**src/rtl/uart_apb_rx_fifo.sv**
```systemverilog
// UART receive FIFO with a zero-wait-state APB register interface.
// Optional level-threshold interrupt is compiled in with UART_APB_RX_FIFO_IRQ_EN.
module uart_apb_rx_fifo #(
  parameter int DATA_W = 8,
  parameter int DEPTH  = 16,
  parameter int LVL_W  = $clog2(DEPTH) + 1
) (
  input  logic              clk,
  input  logic              rst,
  input  logic              rx_valid,
  input  logic [DATA_W-1:0] rx_data,
  input  logic              psel,
  input  logic              penable,
  input  logic              pwrite,
  input  logic [15:0]       paddr,
  input  logic [31:0]       pwdata,
  output logic [31:0]       prdata,
  output logic              pready,
  output logic              pslverr,
  output logic              full,
  output logic              empty,
  output logic              irq
);

  localparam int PTR_W = $clog2(DEPTH);
  localparam logic [PTR_W-1:0] PTR_ONE = 1;
  localparam logic [LVL_W-1:0] LVL_ONE = 1;

  logic [DATA_W-1:0] mem [DEPTH];
  logic [PTR_W-1:0]  wr_ptr_reg, rd_ptr_reg;
  logic [LVL_W-1:0]  level_reg, level_next;
  logic              ovf_reg;
  logic              irq_pend_reg;
  logic [7:0]        thresh_reg;
  logic              irq_ie_reg;

  logic       access, addr_ok;
  logic [1:0] reg_sel;
  logic       pop, push, flush, ovf_set, status_wr, ctrl_wr;
  logic       rd_data, rd_status, rd_ctrl, rd_level;
  logic       unused_bits;

  assign access  = psel & penable;
  assign pready  = access;
  assign addr_ok = (paddr[15:4] == 12'h000) && (paddr[1:0] == 2'b00);
  assign reg_sel = paddr[3:2];

  assign full  = (level_reg == LVL_W'(DEPTH));
  assign empty = (level_reg == '0);

  assign rd_data   = access & ~pwrite & addr_ok & (reg_sel == 2'd0);
  assign rd_status = access & ~pwrite & addr_ok & (reg_sel == 2'd1);
  assign rd_ctrl   = access & ~pwrite & addr_ok & (reg_sel == 2'd2);
  assign rd_level  = access & ~pwrite & addr_ok & (reg_sel == 2'd3);
  assign status_wr = access &  pwrite & addr_ok & (reg_sel == 2'd1);
  assign ctrl_wr   = access &  pwrite & addr_ok & (reg_sel == 2'd2);

  assign pop     = rd_data & ~empty;
  assign flush   = ctrl_wr & pwdata[0];
  // A pop in the same cycle frees the slot, so a push into a full FIFO still lands.
  assign push    = rx_valid & (~full | pop) & ~flush;
  assign ovf_set = rx_valid & full & ~pop & ~flush;

  assign unused_bits = ^pwdata;

  always_comb begin
    level_next = level_reg;
    if (flush)
      level_next = '0;
    else if (push && !pop)
      level_next = level_reg + LVL_ONE;
    else if (pop && !push)
      level_next = level_reg - LVL_ONE;
  end

  always_ff @(posedge clk) begin
    if (push)
      mem[wr_ptr_reg] <= rx_data;
  end

  always_ff @(posedge clk) begin
    if (rst) begin
      wr_ptr_reg <= '0;
      rd_ptr_reg <= '0;
      level_reg  <= '0;
      ovf_reg    <= 1'b0;
    end else begin
      level_reg <= level_next;
      if (flush) begin
        wr_ptr_reg <= '0;
        rd_ptr_reg <= '0;
      end else begin
        if (push) wr_ptr_reg <= wr_ptr_reg + PTR_ONE;
        if (pop)  rd_ptr_reg <= rd_ptr_reg + PTR_ONE;
      end
      if (ovf_set)
        ovf_reg <= 1'b1;
      else if (status_wr && pwdata[2])
        ovf_reg <= 1'b0;
    end
  end

`ifdef UART_APB_RX_FIFO_IRQ_EN
  logic irq_set;
  // Fire only on the upward crossing of the threshold, not while merely above it.
  assign irq_set = (thresh_reg != 8'd0) && !rst
                && (32'(level_reg) < 32'(thresh_reg))
                && (32'(level_next) >= 32'(thresh_reg));

  always_ff @(posedge clk) begin
    if (rst) begin
      irq_pend_reg <= 1'b0;
      thresh_reg   <= 8'd0;
      irq_ie_reg   <= 1'b0;
    end else begin
      if (irq_set)
        irq_pend_reg <= 1'b1;
      else if (status_wr && pwdata[3])
        irq_pend_reg <= 1'b0;
      if (ctrl_wr) begin
        thresh_reg <= pwdata[15:8];
        irq_ie_reg <= pwdata[1];
      end
    end
  end
`else
  assign irq_pend_reg = 1'b0;
  assign thresh_reg   = 8'd0;
  assign irq_ie_reg   = 1'b0;
`endif

  assign irq = irq_pend_reg & irq_ie_reg;

  always_comb begin
    prdata  = 32'd0;
    pslverr = 1'b0;
    if (access && !rst) begin
      if (!addr_ok)
        pslverr = 1'b1;
      else if (pwrite)
        pslverr = (reg_sel == 2'd0) || (reg_sel == 2'd3);
      else if (rd_data) begin
        if (empty) pslverr = 1'b1;
        else       prdata[DATA_W-1:0] = mem[rd_ptr_reg];
      end else if (rd_status)
        prdata[3:0] = {irq_pend_reg, ovf_reg, full, empty};
      else if (rd_ctrl)
        prdata[15:0] = {thresh_reg, 6'd0, irq_ie_reg, 1'b0};
      else if (rd_level)
        prdata[LVL_W-1:0] = level_reg;
    end
  end

endmodule
```
**config.mk**
```make
export PLATFORM = sky130hd
export DESIGN_NAME = uart_apb_rx_fifo
export DESIGN_NICKNAME = d
export VERILOG_FILES = /design/src/rtl/uart_apb_rx_fifo.sv
export SDC_FILE = /design/constraint.sdc
export NUM_CORES = 1
export LEC_CHECK = 0
export ABC_AREA = 1
export CAP_MARGIN = 20
export CORE_ASPECT_RATIO = 0.6
export CORE_MARGIN = 10
export CORE_UTILIZATION = 43
export CTS_CLUSTER_SIZE = 14
export DETAILED_ROUTE_END_ITERATION = 12
export GPL_ROUTABILITY_DRIVEN = 0
export GPL_TIMING_DRIVEN = 0
export PLACE_DENSITY = 0.75
export SLEW_MARGIN = 40
export SYNTH_ARGS = -nofsm -noshare
export SYNTH_HDL_FRONTEND = slang
export SYNTH_SLANG_ARGS = --single-unit
```
**constraint.sdc**
```tcl
create_clock -name clk -period 6.28 [get_ports clk]
set_input_delay 0.628 -clock clk [delete_from_list [all_inputs] [get_ports clk]]
set_output_delay 0.628 -clock clk [all_outputs]
set_load 0.02 [all_outputs]
```
==> flow_summary.ini, run 1 <==
[floorplanning]
initial_core_util_pct = 43.5
num_rows = 35
dieArea_mm2 = 0.0209
coreArea_mm2 = 0.0152
die_h_um = 116
ios = 99
die_w_um = 180

[final_layout]
nets = 789
final_cell_mix = edfxtp_1, nor2_1, o21ai_0
final_common_cell = edfxtp_1
diodes = 0
n_fill_cell = 1284
finalNonFillerCells = 929
final_area_mm2 = 0.00811
syn_to_final_growth_pct = 22.5
multiInputGateArea_mm2 = 0.00214
register_area_mm2 = 0.00420
drive_above_1_share_pct = 13.5
largest_reg_flops = 128

[setup_path]
cp_slowest_stage_delay_ns = 0.65
slowest_stage = clkdlybuf4s50_1
startpoint_type = flip-flop
worstPathCellList = buf_4 > clkbuf_1 > o21ai_0 > o21ai_0 > nand2_1 > nand3_1 > nand2_1 > o21ai_0 > clkdlybuf4s50_1
cp_top_family = buffers and inverters
arrival_ns = 3.01
r2r.worst_path.cells = 17
ff2ff_setup_slack_ns = 3.29
crit_top_cell = o21ai_0
critical_path_class = flip-flop to output pin
critPathBufInv = 3
cp.required_ns = 5.65
cp.depth = 9
critPathMaxFanout = 10
endpoint_kind = output pin

[cts]
htreeDepth = 4
insertion_delay_ns = 0.43
cts-root-buf = clkbuf_16
cts-resized-gates = 0
clk_pin_slew_ns = 0.06
cts_tree = built
post_cts_buffers = 0
cts_buffers = 17
ctsHoldBuffers = 0
clockBufferDepth = 2
clkSinkCount = 146

[yosys]
ys_warn_count = 0
ys_types = 32
ys_seq_elements = 146
syn_area_mm2 = 0.00662
syn_inst = 623
avgSynthCellArea_um2 = 10.6
seq_area_frac_synth_pct = 63.5

[power]
fin_total_pwr_mw = 2.25
power.leakage_nw = 2.97
power_per_cell_area_mw_per_mm2 = 278
vdd_drop_max_v = 0.000117

[timing]
worstMarginPinSlew_ns = 0.843
fin_setup_tns_ns = 0
fmax_mhz = 275
finalMaxSlewViolations = 0
fin_crit_ns = 3.64
setup_viol = 0
finalHoldViolations = 0
finalCritPeriodShare_pct = 57.9
clock-skew-final_ns = 0.00793
rsz0062_at_grt = false
relSlewSlack_pct = 43.5

[worst_hold_path]
hold_depth = 2
hold_class = flip-flop to flip-flop

[route]
drc = 0
routed_via_density = 5.21
firstDrtPassIters = 5
drtIter0Drc = 561
vias = 4839
ant_nets = 0
wl_per_cell_um = 18.2
wl_mm = 16.9

[global_route]
antenna_found_initial = 0
grt_pass1_vias = 4460
grt_pass1_wl_mm = 25.5
grt_max_degree = 17
gr-usage-all-layers_pct = 16.0
grt_overflow = 0

[placed_design]
dpl_cell_area_mm2 = 0.00750
dp_cells = 897
hpwl_mm = 11.9
place.port_buffers = 43

[flow_run]
drv_cap = 0

[status]
status = complete, no violations
[area by class of cell]
| class | instances | area share, % |
|---|---|---|
| clock buffer | 26 | 6.68 |
| timing repair buffer | 47 | 5.68 |
| multi-input combinational | 410 | 26.3 |
| buffer | 50 | 3.95 |
| clock inverter | 6 | 0.478 |
| sequential | 146 | 51.8 |
| inverter | 41 | 1.90 |
| tap | 203 | 3.13 |
[through the flow]
stage | hold slack (ns) | utilization, % | setup WS (ns)
CTS | 0.477 | 53.2 | 2.75
global route | 0.502 | 53.4 | 2.52
floorplan | 0.448 | - | 3.47
finish | 0.478 | 53.4 | 2.64
detailed placement | 0.469 | 49.3 | 2.58
global placement | 0.471 | 48.6 | 2.68
[report_power, final]
| part | internal, mW | switching (mW) | leakage [nW] | total (mW) |
|---|---|---|---|---|
| combinational | 0.0693 | 0.116 | 1.38 | 0.186 |
| clock | 0.594 | 0.384 | 0.291 | 0.978 |
| sequential | 1.08 | 0.0124 | 1.30 | 1.09 |
[Yosys cell counts]
cell      number  area [µm²]
o22ai_1       10        62.6
clkbuf_1      14        52.6
dfxtp_1       18         360
a21oi_1       18        90.1
or2_4          1        8.76
buf_6          2        22.5
nor3_1        15        75.1
o21ai_1        4        20.0
nor2_4         3        33.8
inv_1         39         146
nand4_4        1        21.3
nand2_2        1        6.26
xnor2_1        1        8.76
fa_1           1        20.0
inv_2          2        7.51
nand3b_1       1        7.51
o211ai_1       7        52.6
buf_4         30         225
a211oi_1       2        15.0
xor2_1         5        43.8
nand2_1       71         267
nand3_1       29         145
conb_1         1        3.75
nand2_4        2        22.5
nand4_1        1        6.26
nor3_2         1        10.0
nor2_1       110         413
ha_1          13         163
nor2_2         3        18.8
edfxtp_1     128        3840
o21ai_0       85         425
buf_2          4        20.0
[per-layer routing]
metal	global-route usage, %	vias to the layer above	part of all wire, %
li1	-	2291	-
met5	0	-	0
met4	5.66	0	1.8
met3	5.04	34	12
met2	23.2	257	42
met1	22.1	2257	44
[path summary, 6_finish.rpt]
path,to,startpoint
setup / recovery,prdata[2],flip-flop
setup reg to reg,level_reg[4]$_SDFFE_PP0P_,level_reg[0]$_SDFFE_PP0P_
hold reg to reg,level_reg[0]$_SDFFE_PP0P_,level_reg[0]$_SDFFE_PP0P_
hold / removal,level_reg[0]$_SDFFE_PP0P_,level_reg[0]$_SDFFE_PP0P_
[cell families (layout without fill, tap and decap cells)]
family / after synthesis / count (layout) / share of synthesized area, %
AND/OR/NAND/NOR: 239 / 239 / 15.6
flip-flops: 146 / 146 / 63.5
AO/OA/AOI/OAI: 126 / 126 / 10.1
buffers and inverters: 91 / 170 / 7.17
adder cells (fa/ha/maj): 14 / 14 / 2.76
XOR/XNOR: 6 / 6 / 0.794
other: 1 / 25 / 0.0567
[worst register-to-register path, cell delays in order, from the launching register on]
cell and delay, ns:
dfxtp_1 0.32, inv_1 0.14, nand3_1 0.13, nor2_1 0.36, nand2_4 0.13, nand2_4 0.22, inv_2 0.08, ha_1 0.24
inv_1 0.12, ha_1 0.29, nand2_1 0.09, nand2_1 0.05, a21oi_1 0.21, nor2_1 0.06, nor2_1 0.15, nand2_1 0.06
o21ai_0 0.17, nor2_1 0.06
No activity file was read; power rests on OpenSTA's default activity.
==> run 2: changes to the inputs <==
--- a/config.mk
+++ b/config.mk
@@ -14,7 +14,7 @@
 export DETAILED_ROUTE_END_ITERATION = 12
 export GPL_ROUTABILITY_DRIVEN = 0
 export GPL_TIMING_DRIVEN = 0
-export PLACE_DENSITY = 0.75
+export PLACE_DENSITY = 0.77
 export SLEW_MARGIN = 40
 export SYNTH_ARGS = -nofsm -noshare
 export SYNTH_HDL_FRONTEND = slang
==> constraint.sdc (replaced) <==
create_clock -name clk -period 3 [get_ports clk]
set_input_delay 0.3 -clock clk [delete_from_list [all_inputs] [get_ports clk]]
set_output_delay 0.3 -clock clk [all_outputs]
set_load 0.02 [all_outputs]
==> run 2 against run 1 <==
Compared with the run above: routed wire length up 3.1%; first-iteration DRC count up 16%; hold slack better by 0.00066 ns; critical path type unchanged; cell count fell by 0.22%; count of clock-buffer cells in the layout decreased by 9; largest power group unchanged; sequential share of layout area shrank 0.62 points; critical endpoint unchanged; register-to-register slack got worse by 3.0 ns; non-clock buffer count shrank 2; design area is 1.2% higher.
==> flow_summary.ini, run 2 (synthesized netlist as in run 1, its figures left out) <==
[cts]
clockBufferDepth = 2
cts_tree = built
ctsHoldBuffers = 0
clk_pin_slew_ns = 0.06
htreeDepth = 4
clkSinkCount = 146
cts_buffers = 17
cts-root-buf = clkbuf_16
insertion_delay_ns = 0.42

[timing]
fin_crit_ns = 2.89
finalCritPeriodShare_pct = 96.5
worstMarginPinSlew_ns = 0.850
fmax_mhz = 346
finalMaxSlewViolations = 0
relSlewSlack_pct = 43.0
fin_setup_tns_ns = 0
finalHoldViolations = 0
rsz0062_at_grt = false
setup_viol = 0
clock-skew-final_ns = 0.00579
whs_ns = 0.478
worst_slack_ns = 0.106

[setup_path]
critical_path_class = flip-flop to output pin
endpoint_kind = output pin
worstPathCellList = buf_4 > inv_2 > buf_4 > buf_6 > nor2_1 > o21ai_1 > nand2_1 > nand3_1 > nand2_1 > o21ai_0 > dlygate4sd2_1
startpoint_type = flip-flop
cp_top_family = buffers and inverters
arrival_ns = 2.59
critPathMaxFanout = 10
cp_slowest_stage_delay_ns = 0.37
cp.required_ns = 2.70
critPathBufInv = 5
ff2ff_setup_slack_ns = 0.31
slowest_stage = dlygate4sd2_1

[placed_design]
place.port_buffers = 43
preCtsSetupSlack_ns = -0.259
dpl_cell_area_mm2 = 0.00747
dp_cells = 894
hpwl_mm = 11.8

[global_route]
grt_max_degree = 17
gr-usage-all-layers_pct = 16.0
grt_overflow = 0
grt_pass1_wl_mm = 25.5
grt_pass1_vias = 4415
antenna_found_initial = 0

[route]
drc = 0
ant_nets = 0
wl_per_cell_um = 18.7
vias = 4990
drtIter0Drc = 650
firstDrtPassIters = 5
routed_via_density = 5.38
wl_mm = 17.4

[final_layout]
final_cell_mix = edfxtp_1, nor2_1, o21ai_0
syn_to_final_growth_pct = 24.0
final_area_mm2 = 0.00821
nets = 787
diodes = 0
largest_reg_flops = 128
final_common_cell = edfxtp_1
finalNonFillerCells = 927
drive_above_1_share_pct = 15.9
n_fill_cell = 1237

[floorplanning]
num_rows = 35
die_w_um = 180
initial_core_util_pct = 43.5
die_h_um = 116
coreArea_mm2 = 0.0152
dieArea_mm2 = 0.0209
ios = 99

[power]
power.leakage_nw = 3.15
vdd_drop_max_v = 0.000335
power_per_cell_area_mw_per_mm2 = 593

[status]
status = complete, no violations

[flow_run]
drv_cap = 0

[worst_hold_path]
hold_class = flip-flop to flip-flop
## run 2: changes by cell type in the layout (fill, tap and decap cells not counted), sizes merged
cell,change
clkinv,+2
clkbuf,-8
clkinvlp,+4
dlygate4sd2,+2
clkdlybuf4s50,-8
dlymetal6s2s,+6
bufinv,+3
buf,-3
## run 2: cell type report
class / instances / area [µm²] / area share [%]
sequential: 146 / 4200 / 51.2
clock inverter: 15 / 185 / 2.26
timing repair buffer: 45 / 458 / 5.58
multi-input combinational: 410 / 2180 / 26.6
tap: 203 / 254 / 3.09
inverter: 41 / 154 / 1.88
clock buffer: 17 / 425 / 5.18
buffer: 50 / 344 / 4.19
## run 2: metrics by stage
| step | total power, mW | utilization, % |
|---|---|---|
| finish | 4.86 | 54.0 |
| CTS | 4.82 | 53.3 |
| floorplan | 2.55 | - |
| global route | 5.00 | 54.0 |
| global placement | 2.68 | 48.6 |
| detailed placement | 2.69 | 49.2 |
## run 2: worst register-to-register path: stages (launching register included)
cell	delay (ns)
dfxtp_1	0.32
inv_1	0.14
nand3_1	0.15
nor2_1	0.32
nor2_4	0.12
inv_1	0.17
ha_2	0.24
inv_1	0.08
ha_1	0.33
nand2_1	0.09
nand2_1	0.07
a21oi_2	0.14
nor2_1	0.06
nor2_1	0.12
nand2_1	0.07
o21ai_1	0.13
nor2_1	0.05
## run 2: metal layers
layer,global-route usage [%],wire length [µm],vias up
met2,23.7,7660,346
met5,0,0,-
met3,6.00,2310,31
met1,21.0,7040,2323
li1,-,-,2290
met4,6.37,366,0
## run 2: worst paths after layout
check / from / to / cells past startpoint
worst max-delay path: flip-flop / prdata[2] / 11
worst min-delay path: level_reg[0]$_SDFFE_PP0P_ / level_reg[0]$_SDFFE_PP0P_ / 2
worst max register to register: level_reg[0]$_SDFFE_PP0P_ / level_reg[4]$_SDFFE_PP0P_ / 16
worst min register to register: level_reg[0]$_SDFFE_PP0P_ / level_reg[0]$_SDFFE_PP0P_ / 2
## run 2: power by group
part	internal [mW]	switching, mW	leakage, nW
clock network	1.32	0.863	0.287
logic	0.150	0.256	1.56
registers	2.26	0.0248	1.30
## run 2: repair_timing
action,CTS,global route
pin swaps,0,1
setup endpoints to repair,8,7
resized for setup,13,23
setup buffers,0,1
